**src/rtl/fp_byte_serializer.sv**
```systemverilog
// Byte-serial transmitter for 32-bit FP words: MSB byte first, one byte per clock,
// with a one-word holding buffer so consecutive words stream without a bubble.
module fp_byte_serializer #(
  parameter int WORD_W = 32,
  parameter int BYTE_W = 8
) (
  input  logic              clk,
  input  logic              reset,
  input  logic [WORD_W-1:0] FP_in,
  input  logic              load,
  output logic              ready,
  output logic [BYTE_W-1:0] Dout,
  output logic              Dout_valid,
  output logic              Dout_last,
  output logic              word_sel
);
  localparam int BYTES = WORD_W / BYTE_W;
  localparam int CW    = (BYTES > 1) ? $clog2(BYTES) : 1;
  localparam logic [CW-1:0] LAST_IDX = CW'(BYTES - 1);

  typedef enum logic {IDLE, SEND} state_t;

  state_t            state, n_state;
  logic [WORD_W-1:0] sreg, n_sreg;
  logic [WORD_W-1:0] hold, n_hold;
  logic              hold_full, n_full;
  logic [CW-1:0]     cnt, n_cnt;
  logic              ws, n_ws;
  logic              last_q;
  logic              accept, on_last;

  assign ready   = !hold_full;
  assign accept  = load && ready;
  assign on_last = (state == SEND) && (cnt == LAST_IDX);

  always_comb begin
    n_state = state;
    n_sreg  = sreg;
    n_hold  = hold;
    n_full  = hold_full;
    n_cnt   = cnt;
    n_ws    = ws;
    case (state)
      IDLE: begin
        if (accept) begin
          n_sreg  = FP_in;
          n_cnt   = '0;
          n_state = SEND;
        end
      end
      SEND: begin
        if (!on_last) begin
          n_sreg = sreg << BYTE_W;
          n_cnt  = cnt + 1'b1;
          if (accept) begin
            n_hold = FP_in;
            n_full = 1'b1;
          end
        end else begin
          // word boundary: refill from buffer first, else a same-cycle load, else go idle
          n_ws  = !ws;
          n_cnt = '0;
          if (hold_full) begin
            n_sreg = hold;
            n_hold = '0;
            n_full = 1'b0;
          end else if (accept) begin
            n_sreg = FP_in;
          end else begin
            n_sreg  = '0;
            n_state = IDLE;
          end
        end
      end
      default: n_state = IDLE;
    endcase
  end

  always_ff @(posedge clk or negedge reset) begin
    if (!reset) begin
      state     <= IDLE;
      sreg      <= '0;
      hold      <= '0;
      hold_full <= 1'b0;
      cnt       <= '0;
      ws        <= 1'b0;
      last_q    <= 1'b0;
    end else begin
      state     <= n_state;
      sreg      <= n_sreg;
      hold      <= n_hold;
      hold_full <= n_full;
      cnt       <= n_cnt;
      ws        <= n_ws;
      last_q    <= (n_state == SEND) && (n_cnt == LAST_IDX);
    end
  end

  assign Dout       = sreg[WORD_W-1 -: BYTE_W];
  assign Dout_valid = (state == SEND);
  assign Dout_last  = last_q;
  assign word_sel   = ws;
endmodule

```
**config.mk**
```make
export PLATFORM = sky130hd
export DESIGN_NAME = fp_byte_serializer
export DESIGN_NICKNAME = d
export VERILOG_FILES = /design/src/rtl/fp_byte_serializer.sv
export SDC_FILE = /design/constraint.sdc
export NUM_CORES = 1
export LEC_CHECK = 0
export BUFFER_PORTS_ARGS = -buffer_cell sky130_fd_sc_hd__clkbuf_2
export CORE_MARGIN = 4
export CORE_UTILIZATION = 47
export CTS_BUF_LIST = sky130_fd_sc_hd__clkbuf_4
export DETAILED_ROUTE_END_ITERATION = 10
export GPL_TIMING_DRIVEN = 1
export HOLD_SLACK_MARGIN = 0.15
export PLACE_DENSITY = 0.67
export SYNTH_ARGS = -nofsm -noshare
export SYNTH_HDL_FRONTEND = slang
export SYNTH_SLANG_ARGS = --single-unit
```
**constraint.sdc**
```tcl
create_clock -name clk -period 1.9 [get_ports clk]
set_input_delay 0.095 -clock clk [delete_from_list [all_inputs] [get_ports clk]]
set_output_delay 0.095 -clock clk [all_outputs]
set_load 0.1 [all_outputs]
```
# After elaboration in Yosys (flattened, before gate mapping)
# Index checks and enable logic that the tools add are counted.
[op_classes] add_sub_neg=1 n_eq_ne=4 mux=16 bitwise=1 reduce_logical=9
[ops] cell="$mux W32" n=6
[ops] cell="$pmux W32 S2" n=1
[ops] cell="$mux W1" n=5
[ops] cell="$eq A2 B2 Y1 const B" n=2
[ops] cell="$mux W2" n=2
[ops] cell="$ne A2 B2 Y1 const B" n=2
[ops] cell="$pmux W2 S2" n=1
[ops] cell="$reduce_and A2 Y1" n=2
[ops] cell="$logic_and A1 B1 Y1" n=3
[ops] cell="$reduce_and A3 Y1" n=1
[ops] cell="$add A2 B1 Y2 const B" n=1
[ops] cell="$logic_not A1 Y1" n=2
[ops] cell="$pmux W1 S2" n=1
[ops] cell="$reduce_bool A2 Y1" n=1
[ops] cell="$not A1 Y1" n=1
[totals] register_bits=70 in_bits=35 output_inout_bits=12

# Depth between registers and ports, before layout
[logic_depth] ltp_word=7 depth_mapped=6

# Worst setup path after synthesis
# OpenSTA, ideal clock, no wires.
[synth_timing] path_type="register -> register" startpoint="register hold_full" endpoint="register sreg[11]" arrival_ns=1.862 setup_slack_ns=-0.044 path_stages_with_launch=5 path_buffers=1 synth_period_minus_slack_ns=1.944 path_cell_list="dfrtp_1 > inv_1 > clkbuf_1 > a311oi_1 > o2bb2ai_1"
[synth_between] elab_chain_len=6 word_cells_on_any_way=7 classes_between="eq/ne: 1; mux: 4; reduce/logical: 2"
[synth_lines] element="start: declaration" line_no="26" text="logic hold_full, n_full;"
[synth_lines] element="start signal: assignment" line_no="92" text="hold_full <= n_full;"
[synth_lines] element="$logic_not A1 Y1 (*)" line_no="32" text="assign ready = !hold_full;"
[synth_lines] element="named net ready" line_no="11" text="output logic ready,"
[synth_lines] element="$logic_and A1 B1 Y1 (*)" line_no="33" text="assign accept = load && ready;"
[synth_lines] element="$mux W32" line_no="67" text="end else if (accept) begin"
[synth_lines] element="$mux W32" line_no="63" text="if (hold_full) begin"
[synth_lines] element="$mux W32" line_no="52" text="if (!on_last) begin"
[synth_lines] element="$pmux W32 S2" line_no="43" text="case (state)"
[synth_lines] element="end signal: assignment" line_no="90" text="sreg <= n_sreg;"
[synth_lines] element="end: declaration" line_no="24" text="logic [WORD_W-1:0] sreg, n_sreg;"
# The timed path passes the listed nets; every way through them passes the cells marked *.
# A chain may end at the register's enable or synchronous reset.

# Worst setup path in the final report
[layout_timing] startpoint="register cnt[0]" endpoint="register sreg[20]"
[layout_between] elab_chain_len=4
[layout_lines] element="start: declaration" line_no="27" text="logic [CW-1:0] cnt, n_cnt;"
[layout_lines] element="start signal: assignment" line_no="93" text="cnt <= n_cnt;"
[layout_lines] element="$eq A2 B2 Y1" line_no="34" text="assign on_last = (state == SEND) && (cnt == LAST_IDX);"
[layout_lines] element="$logic_and A1 B1 Y1" line_no="34"
[layout_lines] element="$mux W32" line_no="52"
[layout_lines] element="$pmux W32 S2" line_no="43"
# Every way passes these cells.

==> qor.csv <==
metric,value,unit
row count,31,
Worst Setup End Kind,flop,
top-area cell type share of the netlist area,49.6,%
synth unique cells,36,
setup ws final,0.111,ns
total number of yosys warnings,0,
Worst Hold Launch,load,
worst flop-to-flop path startpoint,cnt[0],
Pleak,2.14,nW
Cells after Synth,315,
diode count,0,
Total Power,7.72,mW
CP startpoint kind,flop,
Chip Height,94.7,microns
vias in the first global route,2846,
TritonCTS Buffers,9,
initial DRC count,261,
fraction of layout cells with a size suffix above 1,22.5,%
"Hold Vio Cnt, Final",0,
actual slew at the worst max-slew pin,0.607,ns
Final setup viols,0,
Post-DRT Antenna Nets,0,
CTS tree,done,
Post-synth ARST share,100,%
Synth Flop Type,dfrtp_1,
synth-to-layout area growth,21.4,%
first-pass GRT wire length,14.9,mm
r2r setup slk,0.11,ns
worst vdd ir,939,uV
final worst path period need,1.79,ns
Mapped Area,3530,sq um
gr ovfl total,0,
Final Skew,0.0134,ns
drt pass-1 iters,4,
Die Wd,94.7,microns
Hold Path End,hold_full,
CTS H-tree depth,3,
maximum clock rate,559,MHz
deepest clock path buffer count,2,
via/cell ratio,5.91,
Sink Count,70,
most frequent cells in the layout,"dfrtp_1, clkbuf_2, dlygate4sd3_1",
initial antenna violation count,0,
RSZ-0062 raised after global routing,no,
"FF+latch count, synth",70,
worst-path fanout max,21,
leading area contributor after synthesis,dfrtp_1,
synth top area cells,"dfrtp_1, a21bo_1, nand4_1",
period utilization,94.2,%
worst r2r path cells,5,
max_cap viols,0,
sequential-to-total area share from yosys stat,49.6,%
hold crit path type,primary input to flop,
final wirelength,8.92,mm
"commonest non-fill, non-tap cell in the layout",dfrtp_1,
vias,2872,
post-CTS sizing,0,
critical path arrival,2.09,ns
"CTS clk-pin slew, worst paths",0.12,ns
number of synthesized flops with an enable pin,0,
die area,8970,sq um
PortBufs,46,
final setup TNS,0,ns
Core Box Area,7290,sq um
Post-DP HPWL,5.50,mm
Mapped Avg Cell Area,11.2,sq um
average wire per standard cell,18.3,microns
GPL Wtd Cong,0.838,
PwrDens,1800,nW/um^2
DRC viols,0,
Filler cells,645,
RR Endpoint,sreg[20],
hold depth,4,
Total Routing Usage GR,21.6,%
Worst-Skew Late Latency,0.42,ns
critical path required time,2.20,ns
Clock Tree Root,clkbuf_4,
Rel. slew slack,59.5,%
Place WS,-0.0109,ns
Slew Limit Fails,0,
Crit Path Category,flop to flop,
io pins,47,
Mapped Nets,351,
status,"complete, no violations",
Initial Util,48.5,%
largest net degree at the start of global routing,71,
Nets,418,
==> cells by family (layout without fill, tap and decap cells) <==
logic type	Yosys count	in the layout	share of synthesized area [%]
compound gates	102	103	25.5
simple gates	86	86	13.4
flops	70	70	49.6
buf+inv	45	116	8.11
xor+xnor	1	1	0.248
mux	10	10	2.83
fa+ha+maj	1	1	0.354
==> metrics by stage <==
step / std cells / util (%) / hold slack, ns / area (sq um)
2_1_floorplan: 315 / - / -0.201 / 3540
3_3_place_gp: 434 / 51.9 / 0.155 / 3780
3_5_place_dp: 434 / 51.9 / 0.156 / 3780
4_1_cts: 486 / 58.9 / 0.194 / 4290
5_1_grt: 486 / 58.9 / 0.229 / 4290
6_report: 486 / 58.9 / 0.206 / 4290
==> how the worst max path moves through the flow <==
| stage | endpoint | startpoint | slack, ns |
|---|---|---|---|
| 2_1_floorplan | hold[0] | Dout_valid | 0.24 |
| 6_report | sreg[20] | cnt[0] | 0.11 |
| 4_1_cts | sreg[20] | cnt[0] | 0.13 |
| 3_3_place_gp | hold[2] | cnt[0] | 0.07 |
| 3_5_place_dp | hold[29] | cnt[0] | -0.01 |
| 5_1_grt | sreg[20] | cnt[0] | 0.02 |
==> metal layers <==
metal  up-vias  wire [microns]  GRT usage (%)
li1       1334               -              -
met1      1443            4090           31.3
met2        82            4200           33.3
met3        13             531           4.14
met4         0             102           5.65
met5         -               0              0
==> cell usage after synthesis, drive strengths merged (2+ instances only) <==
| master | n |
|---|---|
| a211oi | 3 |
| a21bo | 32 |
| a21oi | 5 |
| a221oi | 11 |
| a22oi | 8 |
| a311oi | 10 |
| and2 | 4 |
| and3 | 12 |
| buf | 31 |
| clkbuf | 11 |
| dfrtp | 70 |
| inv | 3 |
| mux2i | 10 |
| nand2 | 6 |
| nand2b | 2 |
| nand3 | 3 |
| nand4 | 32 |
| nor2 | 23 |
| nor2b | 2 |
| o21ai | 4 |
| o22ai | 8 |
| o2bb2ai | 18 |
| o32a | 2 |
==> critical path, stage by stage (launching register included) <==
cell and delay [ns]:
dfrtp_1 0.43, ha_1 0.32, nor2b_2 0.25, buf_4 0.33
a21oi_1 0.08, a221o_1 0.26
==> timing repair <==
action,in CTS,in global routing
buffers inserted,2,0
hold buffers,33,0
hold endpoints to repair,134,0
setup endpoints to repair,32,0
==> where the power goes <==
group	total, mW	leakage, nW	internal [mW]	switching [mW]
Sequential	2.51	0.888	2.12	0.394
Combinational	4.15	1.17	1.40	2.75
Clock	1.06	0.0829	0.534	0.528
Total	7.72	2.14	4.05	3.67
==> final cells by class <==
type	count	area, sq um	area share, %
inverters	3	11.3	0.262
well taps	99	124	2.89
clock buffers	10	75.1	1.75
clock inverters	6	76.3	1.78
repair buffers	97	738	17.2
flip-flops and latches	70	1750	40.8
multi-input cells	201	1510	35.3
==> flip-flops by register name, summed over array words and instances, names as in the netlist <==
| signal | cells |
|---|---|
| sreg | 32 |
| Dout_last | 1 |
| Dout_valid | 1 |
| word_sel | 1 |
| hold_full | 1 |
| hold | 32 |
| cnt | 2 |
Note: power is estimated with default switching activity, not from simulation.
